--- src/rtl/div_unit_if.sv ---
// Request/response bundle between the execute-stage controller and the multi-cycle divider.
// The controller drives the request side; the divider drives the result side.
interface div_unit_if;
  logic        start;
  logic [31:0] A;
  logic [31:0] B;
  logic [1:0]  F;
  logic [31:0] Y;
  logic        busy;
  logic        done;

  modport master (output start, A, B, F, input Y, busy, done);
  modport slave  (input start, A, B, F, output Y, busy, done);
endinterface

--- src/rtl/div_unit.sv ---
// Multi-cycle 32-bit signed/unsigned divider using a radix-2 restoring iteration.
// Every request takes a fixed 33 cycles from accept to done, including divide-by-zero.
module div_unit (
  input  logic       clk,
  input  logic       reset,
  div_unit_if.slave  bus
);

  typedef enum logic [1:0] {StIdle, StCalc, StFin} state_e;

  state_e      state_q, state_d;
  logic        is_rem_q, is_rem_d;
  logic        sa_q, sa_d;
  logic        sb_q, sb_d;
  logic        bz_q, bz_d;
  logic [31:0] quo_q, quo_d;
  logic [31:0] dvs_q, dvs_d;
  logic [32:0] rem_q, rem_d;
  logic [4:0]  cnt_q, cnt_d;
  logic [31:0] y_q, y_d;

  logic        is_signed;
  logic [32:0] shifted;
  logic [33:0] trial;
  logic [31:0] step_quo;
  logic [32:0] step_rem;
  logic [31:0] result;

  always_ff @(posedge clk) begin
    if (reset) begin
      state_q  <= StIdle;
      is_rem_q <= 1'b0;
      sa_q     <= 1'b0;
      sb_q     <= 1'b0;
      bz_q     <= 1'b0;
      quo_q    <= '0;
      dvs_q    <= '0;
      rem_q    <= '0;
      cnt_q    <= '0;
      y_q      <= '0;
    end else begin
      state_q  <= state_d;
      is_rem_q <= is_rem_d;
      sa_q     <= sa_d;
      sb_q     <= sb_d;
      bz_q     <= bz_d;
      quo_q    <= quo_d;
      dvs_q    <= dvs_d;
      rem_q    <= rem_d;
      cnt_q    <= cnt_d;
      y_q      <= y_d;
    end
  end

  // One restoring step; the 34-bit trial keeps the borrow visible for divisors >= 2^31.
  always_comb begin
    shifted  = {rem_q[31:0], quo_q[31]};
    trial    = {1'b0, shifted} - {2'b00, dvs_q};
    if (!trial[33]) begin
      step_rem = trial[32:0];
      step_quo = {quo_q[30:0], 1'b1};
    end else begin
      step_rem = shifted;
      step_quo = {quo_q[30:0], 1'b0};
    end
  end

  // Divide-by-zero quotient is forced to all ones regardless of operand signs.
  always_comb begin
    if (!is_rem_q) begin
      if (bz_q)             result = '1;
      else if (sa_q ^ sb_q) result = -step_quo;
      else                  result = step_quo;
    end else begin
      result = sa_q ? -step_rem[31:0] : step_rem[31:0];
    end
  end

  always_comb begin
    state_d   = state_q;
    is_rem_d  = is_rem_q;
    sa_d      = sa_q;
    sb_d      = sb_q;
    bz_d      = bz_q;
    quo_d     = quo_q;
    dvs_d     = dvs_q;
    rem_d     = rem_q;
    cnt_d     = cnt_q;
    y_d       = y_q;
    is_signed = ~bus.F[0];

    unique case (state_q)
      StIdle: begin
        if (bus.start) begin
          is_rem_d = bus.F[1];
          sa_d     = is_signed & bus.A[31];
          sb_d     = is_signed & bus.B[31];
          bz_d     = (bus.B == 32'd0);
          quo_d    = (is_signed & bus.A[31]) ? -bus.A : bus.A;
          dvs_d    = (is_signed & bus.B[31]) ? -bus.B : bus.B;
          rem_d    = '0;
          cnt_d    = '0;
          state_d  = StCalc;
        end
      end
      StCalc: begin
        quo_d = step_quo;
        rem_d = step_rem;
        cnt_d = cnt_q + 5'd1;
        if (cnt_q == 5'd31) begin
          y_d     = result;
          state_d = StFin;
        end
      end
      StFin: begin
        state_d = StIdle;
      end
      default: begin
        state_d = StIdle;
      end
    endcase
  end

  assign bus.Y    = y_q;
  assign bus.busy = (state_q != StIdle);
  assign bus.done = (state_q == StFin);

endmodule

--- src/flat_wrapper.sv ---
// flat-port wrapper written by rule: the top's interface ports become plain ports
module div_unit_flat 
  (clk, reset, bus_start, bus_A, bus_B, bus_F, bus_Y, bus_busy, bus_done);
  div_unit_if bus_i ();
  input  logic clk;
  input  logic reset;
  input wire logic [$bits(bus_i.start)-1:0] bus_start;
  input wire logic [$bits(bus_i.A)-1:0] bus_A;
  input wire logic [$bits(bus_i.B)-1:0] bus_B;
  input wire logic [$bits(bus_i.F)-1:0] bus_F;
  output wire logic [$bits(bus_i.Y)-1:0] bus_Y;
  output wire logic [$bits(bus_i.busy)-1:0] bus_busy;
  output wire logic [$bits(bus_i.done)-1:0] bus_done;
  assign bus_i.start = bus_start;
  assign bus_i.A = bus_A;
  assign bus_i.B = bus_B;
  assign bus_i.F = bus_F;
  assign bus_Y = bus_i.Y;
  assign bus_busy = bus_i.busy;
  assign bus_done = bus_i.done;
  div_unit u_core (.clk(clk), .reset(reset), .bus(bus_i));
endmodule
--- config.mk ---
export PLATFORM = sky130hd
export DESIGN_NAME = div_unit_flat
export DESIGN_NICKNAME = d
export VERILOG_FILES = /design/src/rtl/div_unit_if.sv /design/src/rtl/div_unit.sv /design/src/flat_wrapper.sv
export SDC_FILE = /design/constraint.sdc
export NUM_CORES = 1
export LEC_CHECK = 0
export BUFFER_PORTS_ARGS = -buffer_cell sky130_fd_sc_hd__buf_4
export CAP_MARGIN = 25
export CORE_MARGIN = 5
export CORE_UTILIZATION = 55
export CTS_BUF_LIST = sky130_fd_sc_hd__clkbuf_8
export CTS_CLUSTER_SIZE = 30
export DETAILED_ROUTE_END_ITERATION = 10
export PLACE_DENSITY = 0.75
export SYNTH_ARGS = -nofsm -noshare
export SYNTH_HDL_FRONTEND = slang
export SYNTH_SLANG_ARGS = --single-unit
--- constraint.sdc ---
create_clock -name clk -period 11.1 [get_ports clk]
set_input_delay 1.665 -clock clk [delete_from_list [all_inputs] [get_ports clk]]
set_output_delay 1.665 -clock clk [all_outputs]
set_load 0.02 [all_outputs]
# ---- After elaboration in Yosys (flattened, before gate mapping)
# Cells that the tools add are included.
dict set report word_totals {
  register_bits 139
  in_bits 69
  out_inout_bits 34
  elab_cells 50
}
dict set report classes {
  addsub 6
  n_eq_ne 5
  n_mux 17
  bitwise_logic 4
  n_reduce_logical 8
}
# op n
set ops {}
lappend ops {{32-bit 2-to-1 mux} 9}
lappend ops {{32-bit negator} 4}
lappend ops {{32-bit one-hot mux with 2 select lines} 2}
lappend ops {{33-bit by 32-bit subtractor with 34-bit output} 1}
lappend ops {{32-bit zero test} 1}
lappend ops {{5-bit one-hot mux with 2 select lines} 1}
lappend ops {{2-bit AND reduction} 4}
lappend ops {{5-bit by 1-bit adder with 5-bit output, second input constant} 1}
lappend ops {{5-bit equality test, second input constant} 1}
lappend ops {{5-bit 2-to-1 mux} 1}
lappend ops {{2-bit 2-to-1 mux} 2}
lappend ops {{2-bit one-hot mux with 2 select lines} 1}
lappend ops {{2-bit nonzero test} 2}
lappend ops {{1-bit bitwise AND} 2}
lappend ops {{2-bit by 1-bit equality test with 1-bit output, second input constant} 1}
lappend ops {{2-bit equality test, second input constant} 1}
lappend ops {{2-bit zero test} 1}
lappend ops {{2-bit by 1-bit inequality test with 1-bit output, second input constant} 1}
lappend ops {{2-bit inequality test, second input constant} 1}
lappend ops {{1-bit 2-to-1 mux} 1}
lappend ops {{1-bit inverter} 1}
lappend ops {{1-bit bitwise XOR} 1}

# ---- Longest topological paths before layout
# Gate-level depths: netlist of run 1.
dict set report logic_depth {
  depth_word 6
  mapped_depth 23
  depth_no_buf 20
}

# ---- Worst setup path before layout of run 1
# Ideal clock, no wire load.
dict set report synth_path {
  path_type {register -> register}
  start {reg u_core.dvs_q[15]}
  end {reg u_core.y_q[26] (netlist: u_core.bus.Y[26])}
  arrival_time_ns 4.591
  path_slack_ns 6.395
  path_stages_with_launch 24
  n_path_buf 4
  period_less_slack_ns 4.705
  path_cell_list {dfxtp_1 -> inv_1 -> ha_1 -> clkbuf_2 -> nand2_1 -> o21ai_4 -> o2111a_2 -> o31ai_4 -> nand2_4 -> buf_1 -> clkbuf_1 -> nand2_1 -> o21ai_0 -> ha_1 -> nand2_1 -> nor4_1 -> a32oi_1 -> nand4bb_1 -> or4_1 -> buf_2 -> o31ai_4 -> xnor2_1 -> a21oi_1 -> a21o_1}
}
dict set report synth_between {
  elab_chain_len 6
}
# element line
set synth_rtl {}
lappend synth_rtl {{start: declaration} div_unit.sv:17} ;# logic [31:0] dvs_q, dvs_d;
lappend synth_rtl {{start signal: assignment} div_unit.sv:48} ;# dvs_q <= dvs_d;
lappend synth_rtl {{33-bit by 32-bit subtractor with 34-bit output (*)} div_unit.sv:58} ;# trial = {1'b0, shifted} - {2'b00, dvs_q};
lappend synth_rtl {{1-bit 2-to-1 mux} div_unit.sv:59} ;# if (!trial[33]) begin
lappend synth_rtl {{32-bit negator} div_unit.sv:72} ;# else if (sa_q ^ sb_q) result = -step_quo;
lappend synth_rtl {{32-bit 2-to-1 mux} div_unit.sv:72}
lappend synth_rtl {{32-bit 2-to-1 mux} div_unit.sv:71} ;# if (bz_q) result = '1;
lappend synth_rtl {{32-bit 2-to-1 mux (*)} div_unit.sv:70} ;# if (!is_rem_q) begin
lappend synth_rtl {{end signal: assignment} div_unit.sv:51} ;# y_q <= y_d;
lappend synth_rtl {{end: declaration} div_unit.sv:20} ;# logic [31:0] y_q, y_d;
# Mark *: on every way between the ends. The rest lies on a longest branch, timed or not.
# A chain may end at the register's enable or synchronous reset.

# ---- Worst setup path after layout of run 1
dict set report layout_path {
  start {reg u_core.dvs_q[1]}
  end {reg u_core.y_q[28] (netlist: u_core.bus.Y[28])}
}
# The elaborated chain is that of the path after synthesis.

==> key figures, run 1 <==
Critical path
  • Slowest cell on the critical path: or4_1
  • Largest delay share family, worst path: compound AO/OA/AOI/OAI gates
  • Buf/Inv on CP: 1
  • Crit Path Category: flip-flop to flip-flop
  • Worst setup EP type: flip-flop
  • Slowest cell delay on critical path: 0.63 ns
  • Required @ worst endpoint: roughly 11 ns
  • Critical-path cell list: inv_1 > ha_1 > nor2b_4 > o31ai_2 > a21oi_2 > o31ai_4 > nand2_4 > o21ai_0 > ha_1 > nand2_1 > nor4_1 > a32oi_1 > nand4bb_1 > or4_1 > o31ai_2 > xnor2_1 > a21oi_1 > a21o_1
  • CP arrival: 5.93 ns
  • Startpoint class of the critical path: flip-flop
  • Worst Path Max Fanout: 45

Min path
  • HP Class: flip-flop to flip-flop

CTS
  • # Post-CTS Setup Buffers: 0
  • CTS H-tree lvls: 4
  • Root Driver: clkbuf_8
  • Clk sinks: 139
  • Clk buf depth: 2
  • CTS tree: done
  • Cells resized by post-CTS repair: 0
  • Num CTS Buffers: 17
  • CTS Hold Buffers Added: 0
  • Skew-Pair Late Insertion Delay: 0.47 ns
  • Clock transition at path regs: approximately 0.09 ns

Floorplanning
  • Row cnt: 50
  • DIE HEIGHT: 148 um
  • Die footprint: 22000 sq um
  • Core footprint: 18800 sq um
  • Initial Util: between 50% and 60%
  • Die W: 148 um
  • Top Ports: 103

Synth
  • Yosys Warn Count: 0
  • Register area share after synthesis: a little over a quarter
  • Synth Flop Type: dfxtp_1
  • Yosys reg bits: 139
  • Mapped Nets: between 1500 and 2000
  • Synth unique cells: just over 80
  • EDFF count, synth: 0
  • Syn avg cell area: 7.32 sq um
  • Async SR Flop Fraction: 0%
  • Synthesized area: 10500 sq um
  • Cells after Synth: 1439

Finish
  • Layout Cells excl Fill: 1736
  • # diodes: 0
  • Layout Nets: 1597
  • Most common cell after layout, fill and taps aside: nor2_1
  • Fraction of layout cells with a size suffix above 1: a little under an eighth
  • Most frequent cells in the layout: nor2_1, a21oi_1, nand2_1, dfxtp_1, buf_4
  • Layout Area Growth over Synthesis: 11.8%

Timing
  • Fmax: 0.180 GHz
  • RSZ-0062 raised after global routing: false
  • Setup violators final: 0
  • Tmin final: between 5 and 6 ns
  • Setup_tns: 0 ns
  • Worst-Margin Slew: 0.926 ns
  • Final period utilization: 50.2%
  • Skew final: 0.0140 ns
  • Slew headroom: a little under two fifths
  • Slew Limit Fails: 0
  • Hold_ws: 0.454 ns
  • Final Hold Vio Count: 0

Pwr
  • Comb pwr share: 71.9%
  • Net switching power: ~2 mW
  • Pwr Density: roughly 310 nW/um^2
  • LEAKAGE: between 4 and 5 nW
  • Max rail drop VDD: approximately 0.25 mV
  • Clock power frac: a little under an eighth
  • Sw Ratio: 55.2%
  • Int Power: 1.66 mW
  • Reg power frac: 16.5%

Global routing
  • First-pass GRT wire length: 50.3 mm
  • Total congestion overflow: 0
  • Largest net degree at the start of global routing: 75
  • GRT Overall Usage: 28.2%
  • Initial antenna violation count: 0
  • Vias in the first global route: approximately 10000

Routing
  • Detailed-route DRC error count: 0
  • Drt wl/cell: roughly 18 um
  • TritonRoute pass-1 iters: 6
  • ANT nets after route: 0
  • Routed WL: 31.7 mm
  • Initial DRC Count: 937
  • DR vias: around 11000
  • Vias per cell: 6.19

Placed design
  • Port bufs: 102
  • GP Congestion: 0.934
  • Post-DP HPWL: between 20 and 25 mm
  • Placed Cells: 1702

Run
  • Max cap viols: 0

Run status
  • Status: completed
## worst min-delay path: cells and delay by family (launching register included)
kind            cells  cell delay, ns
compound gates      1            0.05
simple gates        1            0.05
flops               1            0.32
## metrics by stage
stage | power (mW) | setup WS [ns] | cell area [sq um] | util (%)
after floorplan | 2.62 | 6.40 | 10500 | -
after global placement | 3.20 | 5.82 | 11400 | 60.5
after detailed placement | 3.21 | 5.70 | 11400 | 60.5
after CTS | 3.64 | 5.66 | 11700 | 62.6
after global routing | 3.98 | 5.19 | 11800 | 62.8
final | 3.71 | 5.53 | 11800 | 62.8
## worst paths after layout
check                                                   start                            end  slack (ns)  cells past startpoint
worst min-delay path            u_core.bus.Y[19]$_SDFFE_PP0P_  u_core.bus.Y[19]$_SDFFE_PP0P_        0.45                      2
worst min register to register  u_core.bus.Y[19]$_SDFFE_PP0P_  u_core.bus.Y[19]$_SDFFE_PP0P_        0.45                      2
worst max-delay path             u_core.dvs_q[1]$_SDFFE_PP0P_  u_core.bus.Y[28]$_SDFFE_PP0P_        5.53                     18
worst max register to register   u_core.dvs_q[1]$_SDFFE_PP0P_  u_core.bus.Y[28]$_SDFFE_PP0P_        5.53                     18
## metal layers
metal / vias to the layer above / global-route usage [%] / share of wire (%)
li1: 5289 / - / -
met1: 4984 / 40.4 / 46
met2: 410 / 43.4 / 44
met3: 59 / 3.84 / 7.4
met4: 0 / 9.98 / 2.6
met5: - / 0 / 0
## power groups by stage
stage / logic [mW] / registers [mW] / clock network [mW]
after floorplan: 2.02 / 0.600 / 0
after detailed placement: 2.59 / 0.623 / 0
after global routing: 2.90 / 0.619 / 0.453
final: 2.67 / 0.613 / 0.428
after global placement: 2.58 / 0.621 / 0
after CTS: 2.60 / 0.612 / 0.430
## kinds of logic after synthesis
family,share of synthesized area (%)
buffers and inverters,5.28
DFF,26.4
adders and majority gates,4.70
and+or+nand+nor,21.9
muxes,1.92
xor gates and xnor gates,10.6
AOI/OAI and AO/OA,29.1
## final cells by class
class | instances | area [sq um]
inverters | 58 | 218
well taps | 234 | 293
repair buffers | 115 | 883
multi-input cells | 1158 | 7210
clock inverters | 14 | 148
fillers | 1786 | 6990
clock buffers | 18 | 248
flip-flops and latches | 139 | 2780
## sequential cells by signal, indices dropped and copies added, names as in the netlist
| name | count |
|---|---|
| u_core.bus.Y | 32 |
| u_core.dvs_q | 32 |
| u_core.quo_q | 32 |
| u_core.rem_q | 32 |
| u_core.cnt_q | 5 |
| u_core.state_q | 2 |
| u_core.bz_q | 1 |
| u_core.is_rem_q | 1 |
| u_core.sa_q | 1 |
| u_core.sb_q | 1 |
## synthesized netlist by cell type (all sizes together) (3+ instances only)
| cell | instances | share of area [%] |
|---|---|---|
| and3 | 8 | 0.48 |
| or3 | 15 | 0.89 |
| nor2b | 12 | 0.78 |
| a311oi | 7 | 0.58 |
| ha | 38 | 4.5 |
| o31ai | 16 | 1.5 |
| o41ai | 9 | 0.89 |
| nand2b | 7 | 0.42 |
| nand3 | 26 | 1.2 |
| nand2 | 148 | 5.3 |
| inv | 58 | 2.1 |
| a21oi | 158 | 7.8 |
| xnor2 | 72 | 6.0 |
| a211oi | 35 | 2.5 |
| nor3b | 4 | 0.29 |
| o2111a | 3 | 0.33 |
| o211ai | 5 | 0.36 |
| a21o | 22 | 1.6 |
| dfxtp | 139 | 26 |
| and4 | 5 | 0.42 |
| nor2 | 186 | 6.6 |
| a32oi | 3 | 0.25 |
| or4 | 13 | 0.93 |
| nand4 | 7 | 0.42 |
| nor4 | 17 | 1.1 |
| clkbuf | 69 | 2.5 |
| a221oi | 17 | 1.4 |
| buf | 15 | 0.75 |
| a22oi | 30 | 2.1 |
| o211a | 3 | 0.29 |
| nor3 | 34 | 1.7 |
| nand3b | 3 | 0.21 |
| and2 | 9 | 0.53 |
| a31oi | 35 | 2.1 |
| mux2i | 18 | 1.7 |
| xor2 | 56 | 4.7 |
| o21a | 12 | 0.93 |
| o31a | 5 | 0.42 |
| o21ai | 89 | 4.4 |
Note: power is estimated with default switching activity, not from simulation.
==> run 2: changes to the inputs <==
--- a/config.mk
+++ b/config.mk
@@ -12,7 +12,7 @@
 export CTS_BUF_LIST = sky130_fd_sc_hd__clkbuf_8
 export CTS_CLUSTER_SIZE = 30
 export DETAILED_ROUTE_END_ITERATION = 10
-export PLACE_DENSITY = 0.75
+export PLACE_DENSITY = 0.78
 export SYNTH_ARGS = -nofsm -noshare
 export SYNTH_HDL_FRONTEND = slang
 export SYNTH_SLANG_ARGS = --single-unit
==> constraint.sdc (replaced) <==
create_clock -name clk -period 5 [get_ports clk]
set_input_delay 0.75 -clock clk [delete_from_list [all_inputs] [get_ports clk]]
set_output_delay 0.75 -clock clk [all_outputs]
set_load 0.02 [all_outputs]
==> run 2 against run 1 <==
Compared with the run above: non-clock buffer count is 11 higher; critical path type unchanged; first-iteration DRC count is 16% higher; via count is 2.4% higher; highest routed layer is now met5; routed wire length is 1.7% higher; power is 130% higher; largest cell class unchanged.
==> key figures, run 2 (same netlist as run 1, synthesis figures left out) <==
Timing
  • Worst-Margin Slew: 0.937 ns (+0.0110 ns)
  • Worst setup margin: 0.314 ns (-5.22 ns)
  • Final period utilization: 93.7% (+44 points)
  • Tmin final: 4.69 ns (-0.884 ns)
  • Skew final: 0.0138 ns (-0.000130 ns)
  • Fmax: 0.213 GHz (+19%)
  • RSZ-0062 raised after global routing: false
  • Final Hold Vio Count: 0 (unchanged)
  • Setup_tns: 0 ns (unchanged)
  • Setup violators final: 0 (unchanged)
  • Slew headroom: 37.6% (-0.73 points)
  • Slew Limit Fails: 0 (unchanged)

CTS
  • Clock transition at path regs: 0.09 ns (about the same)
  • Root Driver: clkbuf_8
  • CTS Hold Buffers Added: 0 (unchanged)
  • # Post-CTS Setup Buffers: 0 (unchanged)
  • Cells resized by post-CTS repair: 0 (unchanged)
  • Clk sinks: 139 (unchanged)
  • CTS H-tree lvls: 4 (unchanged)
  • Skew-Pair Late Insertion Delay: 0.47 ns (about the same)
  • Num CTS Buffers: 17 (unchanged)
  • CTS tree: done
  • Clk buf depth: 2 (unchanged)

Floorplanning
  • Die W: 148 um (unchanged)
  • Initial Util: 56.1% (unchanged)
  • Core footprint: 18800 sq um (unchanged)
  • Top Ports: 103 (unchanged)
  • Die footprint: 22000 sq um (unchanged)
  • Row cnt: 50 (unchanged)
  • DIE HEIGHT: 148 um (unchanged)

Pwr
  • Power Total: 8.45 mW (+130%)
  • Max rail drop VDD: 0.724 mV (+190%)
  • Pwr Density: 712 nW/um^2 (+130%)
  • LEAKAGE: 4.81 nW (+1.4%)

Finish
  • Most common cell after layout, fill and taps aside: nor2_1
  • Final design utilization: 63.2% (+0.46 points)
  • Layout Area Growth over Synthesis: 12.7%
  • Multi-input gate area: 7210 sq um (about the same)
  • Most frequent cells in the layout: nor2_1, a21oi_1, nand2_1, dfxtp_1, buf_4
  • Register area: 2780 sq um (unchanged)
  • Fill cells: 1773 (-0.73%)
  • # diodes: 0 (unchanged)
  • Fraction of layout cells with a size suffix above 1: 12.5% (+0.64 points)
  • Layout Nets: 1608 (+0.69%)

Global routing
  • Largest net degree at the start of global routing: 74 (-1.3%)
  • Total congestion overflow: 0 (unchanged)
  • GRT Overall Usage: 28.5% (+0.28 points)
  • Initial antenna violation count: 2 (+2)
  • First-pass GRT wire length: 50.9 mm (+1.1%)
  • Vias in the first global route: 9960 (+1.7%)

Routing
  • Routed WL: 32.2 mm (+1.7%)
  • Drt wl/cell: 18.4 um (+1.0%)
  • DR vias: 11000 (+2.4%)
  • Initial DRC Count: 1090 (+16%)
  • TritonRoute pass-1 iters: 5 (-1)
  • Vias per cell: 6.30 (+1.8%)
  • ANT nets after route: 0 (unchanged)
  • Detailed-route DRC error count: 0 (unchanged)

Min path
  • HP Class: flip-flop to flip-flop

Critical path
  • Worst setup EP type: flip-flop
  • Worst Path Max Fanout: 15 (-67%)
  • Startpoint class of the critical path: flip-flop
  • Crit Path Category: flip-flop to flip-flop
  • Required @ worst endpoint: 5.37 ns (-6.09 ns)
  • CP arrival: 5.06 ns (-0.87 ns)

Placed design
  • Post-DP HPWL: 24.0 mm (+1.1%)
  • GP Congestion: 0.934 (about the same)
  • Port bufs: 102 (unchanged)
  • Setup WS pre-CTS: 0.324 ns (-5.37 ns)

Run
  • Max cap viols: 0 (unchanged)

Run status
  • Status: completed
[run 2: cell types whose count changed in the layout (fill, tap and decap cells not counted), sizes merged]
cell and delta:
buf +11, clkinvlp -2, bufinv +1, clkinv +1
[run 2: area by class of cell]
type                    count  share of cell area (%)
clock buffers              18                    2.09
clock inverters            14                    1.32
inverters                  58                    1.83
multi-input cells        1158                    60.8
flip-flops and latches    139                    23.4
well taps                 234                    2.47
repair buffers            126                    8.06
[run 2: per-layer routing]
layer	vias to the layer above	track usage, %	part of all wire, %
met2	461	45.1	45
met1	5165	39.6	45
li1	5308	-	-
met5	-	0	0.087
met3	66	5.09	8.0
met4	4	8.59	2.3
[run 2: path summary, 6_finish.rpt]
check,startpoint,end,slack (ns),cells past startpoint
max,u_core.rem_q[14]$_SDFFE_PP0P_,u_core.bus.Y[28]$_SDFFE_PP0P_,0.31,19
min,u_core.bus.Y[31]$_SDFFE_PP0P_,u_core.bus.Y[31]$_SDFFE_PP0P_,0.46,1
max reg2reg,u_core.rem_q[14]$_SDFFE_PP0P_,u_core.bus.Y[28]$_SDFFE_PP0P_,0.31,19
min reg2reg,u_core.bus.Y[31]$_SDFFE_PP0P_,u_core.bus.Y[31]$_SDFFE_PP0P_,0.46,1
[run 2: power breakdown]
part / switching [mW] / internal [mW] / total, mW
Sequential: 0.133 / 1.22 / 1.36
Clock: 0.504 / 0.468 / 0.972
Combinational: 3.92 / 2.20 / 6.12
Total: 4.56 / 3.89 / 8.45
[run 2: stage by stage]
stage / instance area [sq um] / cells / hold slack (ns)
after global routing: 11900 / 1747 / 0.488
final: 11900 / 1747 / 0.458
after detailed placement: 11500 / 1715 / 0.441
after floorplan: 10500 / 1439 / 0.441
after global placement: 11400 / 1712 / 0.435
after CTS: 11900 / 1747 / 0.461
[run 2: worst max-delay path, stage by stage, from the launching register on]
cell and delay (ns):
dfxtp_1 0.36, ha_1 0.46, nand2_1 0.13, o21ai_4 0.28, o2111a_2 0.32, o31ai_4 0.10, nand2_4 0.10, buf_4 0.24
nand2_1 0.07, o21ai_0 0.13, ha_1 0.27, nand2_1 0.06, nor4_1 0.33, a32oi_1 0.22, nand4bb_1 0.32, or4_4 0.53
o31ai_2 0.24, xnor2_1 0.17, a21oi_1 0.10, a21o_1 0.16
